### src/rtl/aq_gemac_pkg.sv
// Shared GEMAC definitions: class count limit, quanta width, legacy slot.
// No ports; imported by the pause flow controller files.
package aq_gemac_pkg;
  localparam int AQ_GEMAC_MAX_CLASS = 8;
  localparam int AQ_QUANTA_W = 16;
  localparam int LEGACY_SLOT = 0;
  typedef logic [AQ_QUANTA_W-1:0] quanta_t;
endpackage

### src/rtl/aq_gemac_pfc_timer.sv
// One class pause timer: clear > load > tick-decrement, registered apply.
// Ports: clk, rst_n, load, load_val, tick, clear, apply_en, apply (out).
module aq_gemac_pfc_timer
  import aq_gemac_pkg::*;
#(
  parameter int QW = AQ_QUANTA_W
) (
  input  logic          clk,
  input  logic          rst_n,
  input  logic          load,
  input  logic [QW-1:0] load_val,
  input  logic          tick,
  input  logic          clear,
  input  logic          apply_en,
  output logic          apply
);

  logic [QW-1:0] cnt;
  logic [QW-1:0] cnt_nxt;

  always_comb begin
    cnt_nxt = cnt;
    if (clear) begin
      cnt_nxt = '0;
    end else if (load) begin
      cnt_nxt = load_val;
    end else if (tick && (cnt != '0)) begin
      cnt_nxt = cnt - 1'b1;
    end
  end

  // apply follows the new count so it rises right after the load edge
  always_ff @(posedge clk or negedge rst_n) begin
    if (!rst_n) begin
      cnt   <= '0;
      apply <= 1'b0;
    end else begin
      cnt   <= cnt_nxt;
      apply <= (cnt_nxt != '0) & apply_en;
    end
  end

endmodule

### src/rtl/aq_gemac_pfc_ctrl.sv
// PFC / 802.3x pause controller: per-class timers, ack, mode-change clear.
// Ports: CLK, RST_N, PFC_MODE, TX_PAUSE_ENABLE, CLASS_ENABLE, PAUSE_QUANTA_VALID,
// PAUSE_CLASS_VEC, PAUSE_QUANTA, PAUSE_QUANTA_COMPLETE, PAUSE_QUANTA_SUB,
// PAUSE_APPLY, PAUSE_ANY, STAT_SEL, STAT_CLR, STAT_COUNT.
// Option macro AQ_GEMAC_PFC_STATS_EN adds per-class pause event counters.
module aq_gemac_pfc_ctrl
  import aq_gemac_pkg::*;
#(
  parameter int NUM_CLASS = AQ_GEMAC_MAX_CLASS,
  parameter int QUANTA_W  = AQ_QUANTA_W,
  parameter int STAT_W    = 16,
  localparam int SEL_W    = (NUM_CLASS > 1) ? $clog2(NUM_CLASS) : 1
) (
  input  logic                          CLK,
  input  logic                          RST_N,
  input  logic                          PFC_MODE,
  input  logic                          TX_PAUSE_ENABLE,
  input  logic [NUM_CLASS-1:0]          CLASS_ENABLE,
  input  logic                          PAUSE_QUANTA_VALID,
  input  logic [NUM_CLASS-1:0]          PAUSE_CLASS_VEC,
  input  logic [NUM_CLASS*QUANTA_W-1:0] PAUSE_QUANTA,
  output logic                          PAUSE_QUANTA_COMPLETE,
  input  logic                          PAUSE_QUANTA_SUB,
  output logic [NUM_CLASS-1:0]          PAUSE_APPLY,
  output logic                          PAUSE_ANY,
  input  logic [SEL_W-1:0]              STAT_SEL,
  input  logic                          STAT_CLR,
  output logic [STAT_W-1:0]             STAT_COUNT
);

  logic                mode_q;
  logic                mode_chg;
  logic                clr_all;
  logic [NUM_CLASS-1:0] load;
  logic [NUM_CLASS-1:0] cls_en;
  logic [QUANTA_W-1:0] ld_val [NUM_CLASS];

  always_ff @(posedge CLK or negedge RST_N) begin
    if (!RST_N) begin
      mode_q                <= 1'b0;
      PAUSE_QUANTA_COMPLETE <= 1'b0;
    end else begin
      mode_q                <= PFC_MODE;
      PAUSE_QUANTA_COMPLETE <= PAUSE_QUANTA_VALID;
    end
  end

  assign mode_chg = PFC_MODE ^ mode_q;
  assign clr_all  = mode_chg | ~TX_PAUSE_ENABLE;

  genvar g;
  generate
    for (g = 0; g < NUM_CLASS; g++) begin : g_cls
      assign ld_val[g] = PFC_MODE
        ? PAUSE_QUANTA[g*QUANTA_W +: QUANTA_W]
        : PAUSE_QUANTA[LEGACY_SLOT*QUANTA_W +: QUANTA_W];
      assign load[g] = PAUSE_QUANTA_VALID & ~clr_all
        & (PAUSE_CLASS_VEC[g] | ~PFC_MODE);
      assign cls_en[g] = CLASS_ENABLE[g] | ~PFC_MODE;

      aq_gemac_pfc_timer #(
        .QW (QUANTA_W)
      ) u_timer (
        .clk      (CLK),
        .rst_n    (RST_N),
        .load     (load[g]),
        .load_val (ld_val[g]),
        .tick     (PAUSE_QUANTA_SUB),
        .clear    (clr_all),
        .apply_en (TX_PAUSE_ENABLE & cls_en[g]),
        .apply    (PAUSE_APPLY[g])
      );
    end
  endgenerate

  assign PAUSE_ANY = |PAUSE_APPLY;

`ifdef AQ_GEMAC_PFC_STATS_EN
  logic [STAT_W-1:0]    stat_q [NUM_CLASS];
  logic [NUM_CLASS-1:0] inc;

  always_comb begin
    for (int i = 0; i < NUM_CLASS; i++) begin
      inc[i] = load[i] & (ld_val[i] != '0) & cls_en[i];
    end
  end

  always_ff @(posedge CLK or negedge RST_N) begin
    if (!RST_N) begin
      for (int i = 0; i < NUM_CLASS; i++) stat_q[i] <= '0;
      STAT_COUNT <= '0;
    end else begin
      for (int i = 0; i < NUM_CLASS; i++) begin
        if (STAT_CLR) begin
          stat_q[i] <= '0;
        end else if (inc[i] && (stat_q[i] != '1)) begin
          stat_q[i] <= stat_q[i] + 1'b1;
        end
      end
      STAT_COUNT <= (int'(STAT_SEL) < NUM_CLASS)
        ? stat_q[STAT_SEL] : '0;
    end
  end
`else
  logic unused_stat;
  assign unused_stat = ^{STAT_SEL, STAT_CLR};
  assign STAT_COUNT  = '0;
`endif

endmodule
### config.mk
export PLATFORM = sky130hd
export DESIGN_NAME = aq_gemac_pfc_ctrl
export DESIGN_NICKNAME = d
export VERILOG_FILES = /design/src/rtl/aq_gemac_pkg.sv /design/src/rtl/aq_gemac_pfc_timer.sv /design/src/rtl/aq_gemac_pfc_ctrl.sv
export SDC_FILE = /design/constraint.sdc
export NUM_CORES = 1
export LEC_CHECK = 0
export ABC_AREA = 1
export CAP_MARGIN = 20
export CORE_ASPECT_RATIO = 1.4
export CORE_MARGIN = 2
export CORE_UTILIZATION = 35
export CTS_CLUSTER_SIZE = 20
export DETAILED_ROUTE_END_ITERATION = 6
export SLEW_MARGIN = 15
export SYNTH_ARGS = -nofsm -noshare
export SYNTH_HDL_FRONTEND = slang
export SYNTH_SLANG_ARGS = --single-unit
### constraint.sdc
create_clock -name CLK -period 2 [get_ports CLK]
set_input_delay 0.2 -clock CLK [delete_from_list [all_inputs] [get_ports CLK]]
set_output_delay 0.2 -clock CLK [all_outputs]
set_load 0.005 [all_outputs]
Word-level counts from Yosys, hierarchy flattened
Cells that the tools add are included.
Word-level totals
  register bits after elaboration: 138
  input bits: 154
Cells by class
  $add $sub $neg: 8
  mux-type cells: 31
  bitwise gates (word level): 46
  reductions and logical operators: 25
Operator list (number)
  $mux W16: 31
  $reduce_bool A16 Y1: 16
  $sub A16 B1 Y16 const B: 8
  $and A1 B1 Y1: 25
  $or A1 B1 Y1: 17
  $logic_and A1 B1 Y1: 8
  $reduce_or A8 Y1: 1
  $not A1 Y1: 3
  $xor A1 B1 Y1: 1

Depth between registers and ports, before layout
  word-level depth: 9
  gate-level depth with buffers: 16

Modules after synthesis
From an unflattened synthesis, not the netlist that was laid out.
Unflattened totals
  cells, all modules: 2400
  area, all modules: 13773.2 um^2
Modules (own cells, without submodules)
  aq_gemac_pfc_timer: times used 8, cells each 260, area an instance 1540.2 um^2, sequential area each 425.4 um^2
  aq_gemac_pfc_ctrl: times used 1, cells each 320, area an instance 1451.4 um^2, sequential area each 50.0 um^2

Least setup slack after synthesis
OpenSTA, ideal clock, no wires.
  path kind: register to register
  start: reg g_cls[0].u_timer.cnt[0]
  end: reg g_cls[0].u_timer.apply
  setup time: 0.121 ns
  data arrival time: 1.668 ns
  setup slack: 0.211 ns
  stages on the path, launching flop included: 17
  buffers on the path: 1
  clock period less this slack: 1.789 ns
  cells stage by stage: dfrtp_1 > inv_1 > ha_1 > nand2_1 > nor2_1 > nand2_1 > nand2_1 > buf_2 > nand2_1 > nand2_1 > nand2_1 > nand2_1 > nand2_1 > nor2_1 > nand2_1 > nor2_1 > nor2_1
Between the ends
  longest elaborated chain between the ends: 7
RTL lines
  start: declaration: RTL line aq_gemac_pfc_timer.sv:18  | logic [QW-1:0] cnt;
  start signal: assignment: RTL line aq_gemac_pfc_timer.sv:38  | cnt <= cnt_nxt;
  parallel branches: the longest is 2 deep, another holds $sub A16 B1 Y16
  $mux W16 (*): RTL line aq_gemac_pfc_timer.sv:27  | end else if (tick && (cnt != '0)) begin
  $mux W16 (*): RTL line aq_gemac_pfc_timer.sv:25  | end else if (load) begin
  $mux W16 (*): RTL line aq_gemac_pfc_timer.sv:23  | if (clear) begin
  $reduce_bool A16 Y1 (*): RTL line aq_gemac_pfc_timer.sv:39  | apply <= (cnt_nxt != '0) & apply_en;
  $and A1 B1 Y1 (*): RTL line aq_gemac_pfc_timer.sv:39
  end signal: assignment: RTL line aq_gemac_pfc_timer.sv:39
  end: declaration: RTL line aq_gemac_pfc_timer.sv:15  | output logic apply
Mark *: on every way between the ends.

Worst setup path after layout
  start: reg g_cls[0].u_timer.cnt[2]
  end: reg g_cls[0].u_timer.apply
Same word-level chain as after synthesis.

==> results.py <==
metrics = {
    "run_status": {
        "outcome": "finished with violations",
        "violations": "setup timing",
    },
    "placed_design": {
        "globalplace.congestion": 0.957,
        "pre_cts_ws_ns": -0.479,
        "dpl_cell_area_um2": 16900,
        "port_buffers": 159,
        "place_hpwl_um": 39300,
    },
    "synthesis": {
        "synth_compound_area_share_pct": 9.77,
        "yosysTopAreaCellShare_pct": 27.4,
        "synth_seq_area_share_pct": 27.4,
        "synth_top_family_by_area": "simple AND/OR/NAND/NOR gates",
        "synth_top_area_cell": "dfrtp_1",
        "synth_xor_area_share_pct": 2.29,
        "ys_seq_elements": 138,
        "synth_warnings": 0,
        "synth.area.mux_share_pct": 0,
        "synth_ff_type": "dfrtp_1",
        "synthAdderAreaFrac_pct": 1.59,
        "synth_cell_type_count": 31,
        "yosysMostFrequentCell": "nand2_1",
        "synth.top_cells.by_count": "805 x nand2_1, 339 x nor2_1, 312 x inv_1, 144 x nand3_1, 138 x dfrtp_1",
        "synth-simple-area-share_pct": 45.2,
        "syn-instance-count": 2232,
        "synth_area_per_cell_um2": 5.65,
        "synthesis.area_um2": 12600,
        "async_flop_share_pct": 100,
        "yosys-top-cells-area": "dfrtp_1 27%, nand2_1 24%, nor2_1 10%",
        "synth_edf_count": 0,
    },
    "power_and_ir_drop": {
        "power.density_nw_per_um2": 847,
        "p_leak_nw": 11.1,
        "seqPwrFrac_pct": 21.7,
        "swShare_pct": 42.6,
        "power.switching_mw": 6.79,
        "power_frac_clock_pct": 22.4,
        "internal-power_mw": 9.14,
        "ir_worst_vdd_mv": 0.659,
        "combPwrFrac_pct": 55.9,
    },
    "worst_setup_path": {
        "critical_path.max_fanout": 7,
        "cpPeakStageDelay_ns": 0.43,
        "end_kind": "flip-flop",
        "path_common_cell": "nand2_1",
        "crit_path_cell_trace": "nor2_2, nand2_2, nor2_1, nand2_2, nand2_4, buf_6, nand2_1, o21ai_1, nand2_1, nand2_1, nand2_1, nor2_1, nand2_1, nor2_4, nor2_1",
        "slowest_stage": "dfrtp_1",
        "startpoint_type": "flip-flop",
        "crit_family": "simple AND/OR/NAND/NOR gates",
        "cp.required_ns": 2.34,
        "cp.buffers_inverters": 1,
        "crit_arrival_ns": 2.34,
        "path_class": "reg -> reg",
    },
    "timing": {
        "post-route-min-period_ns": 2.00,
        "setup_viol": 1,
        "rsz0062_at_grt": "yes",
        "finalHoldViolations": 0,
        "clock_skew_ns": 0.00899,
        "fmax_mhz": 500,
        "post-route-period-util_pct": 100,
        "setup_slack_ns": -0.00114,
        "finalMaxSlewViolations": 0,
    },
    "grt": {
        "grt_pass1_vias": 15100,
        "use_met2_pct": 46.1,
        "grt_usage_pct": 26.7,
        "use_met3_pct": 3.25,
        "antenna_found_initial": 2,
        "grt_pass1_wl_um": 77400,
        "use_met1_pct": 31.5,
        "top_usage_layer": "met2",
        "grt_overflow": 0,
        "grt_max_degree": 72,
    },
    "detailed_routing": {
        "detail-route-antenna-nets": 0,
        "viasPerCell": 5.05,
        "routedWlPerCell_um": 16.7,
        "vias": 15900,
        "routed_wl_um": 52500,
        "drt_iter0_drc": 1276,
        "drc": 0,
        "drt-pass1-iter-count": 6,
    },
    "clock_network": {
        "insertion_delay_ns": 0.45,
        "cts_sinks": 138,
        "htreeDepth": 4,
        "cts_buffer_depth": 2,
        "cts_tree": "done",
        "cts_root_buf": "clkbuf_16",
        "cts.clk_slew.worst_paths_ns": 0.06,
        "cts-buffers-inserted": 17,
    },
    "floorplan": {
        "die_height_um": 229,
        "initial_core_util_pct": 35.3,
        "fp.dieW_um": 164,
        "core_um2": 35700,
        "rows": 82,
        "ios": 180,
        "die_area_um2": 37600,
    },
    "final_layout": {
        "syn_to_final_growth_pct": 49.1,
        "drive_above_1_share_pct": 24.3,
        "nets": 2846,
        "final.fill_count": 3592,
        "design_area_um2": 18800,
        "antennaDiodeCount": 0,
    },
    "min_path": {
        "hp-class": "in -> reg",
    },
    "run": {
        "maxCapViolations": 0,
    },
}
==> cell usage in the layout, fill, tap and decap left out, types with 7 or more instances in the layout <==
cell,count
dfrtp_1,135
nand3_1,141
nor2_4,19
buf_4,314
nor3_1,10
inv_1,284
nand4_1,56
a21oi_1,33
o21ai_1,13
buf_6,24
nand2_4,13
o21ai_0,95
clkbuf_16,21
clkdlybuf4s50_1,155
nor2_1,247
buf_12,17
ha_4,7
nor2_2,73
nand2_1,728
or2_2,26
a31oi_1,70
inv_2,26
conb_1,16
nand2_2,70
xor2_1,33
==> cells by family after synthesis <==
kind of cell,after synthesis
simple gates,1396
flops,138
other cells,1
fa+ha+maj,16
xor+xnor,33
buf+inv,424
compound gates,224
==> path summary, 6_finish.rpt <==
kind,to,slack [ns],from,cells past startpoint
min in group asynchronous,g_cls[3].u_timer.cnt[10],0.25,RST_N,2
setup / recovery,g_cls[0].u_timer.apply,-0.001,g_cls[0].u_timer.cnt[2],15
setup reg to reg,g_cls[0].u_timer.apply,-0.001,g_cls[0].u_timer.cnt[2],15
max in group asynchronous,g_cls[5].u_timer.cnt[12],1.06,RST_N,3
hold reg to reg,g_cls[4].u_timer.cnt[0],0.64,g_cls[4].u_timer.cnt[0],4
hold / removal,mode_q,0.11,PFC_MODE,2
==> power groups by stage <==
stage	clock network (mW)	logic [mW]	registers, mW
6_report	3.57	8.91	3.45
5_1_grt	3.72	9.92	3.48
4_1_cts	3.63	7.97	3.39
3_5_place_dp	0	7.83	3.43
3_3_place_gp	0	7.76	3.43
2_1_floorplan	0	4.77	3.40
==> repair_timing <==
action,4_1_cts,5_1_grt
setup endpoints to repair,7,9
gates cloned,0,5
hold buffers,1,0
endpoints found under the hold margin,42,0
buffers inserted,3,38
gates resized for setup,42,258
pin swaps,7,106
==> stage by stage <==
step	power [mW]	setup TNS (ns)	utilization [%]	std cells	hold WS, ns
3_5_place_dp	11.3	-12.56	47.3	3072	0.177
3_3_place_gp	11.2	-11.04	47.3	3072	0.176
6_report	15.9	-0.00114	52.7	3151	0.111
4_1_cts	15.0	-0.00210	49.4	3108	0.198
2_1_floorplan	8.17	0	-	2247	-0.0956
5_1_grt	17.1	-0.740	52.7	3151	0.113
==> cell type report <==
type                       count  area (um^2)  area share, %
sequential                   138         3460           18.4
multi-input combinational   1685         8230           43.8
timing repair buffer         519         4700           25.0
inverter                     315         1200           6.36
clock inverter                11          166          0.884
clock buffer                  21          480           2.55
tap                          462          578           3.07
==> flip-flops by register name (all words and copies together), names as in the netlist <==
name,flops
PAUSE_QUANTA_COMPLETE,1
g_cls.u_timer.apply,8
g_cls.u_timer.cnt,128
mode_q,1
==> per-layer routing <==
| metal | up-vias | share of wire (%) |
|---|---|---|
| met3 | 164 | 6.1 |
| li1 | 7801 | - |
| met4 | 0 | 5.9 |
| met5 | - | 0 |
| met1 | 7319 | 39 |
| met2 | 643 | 49 |
No activity file was read; power rests on OpenSTA's default activity.
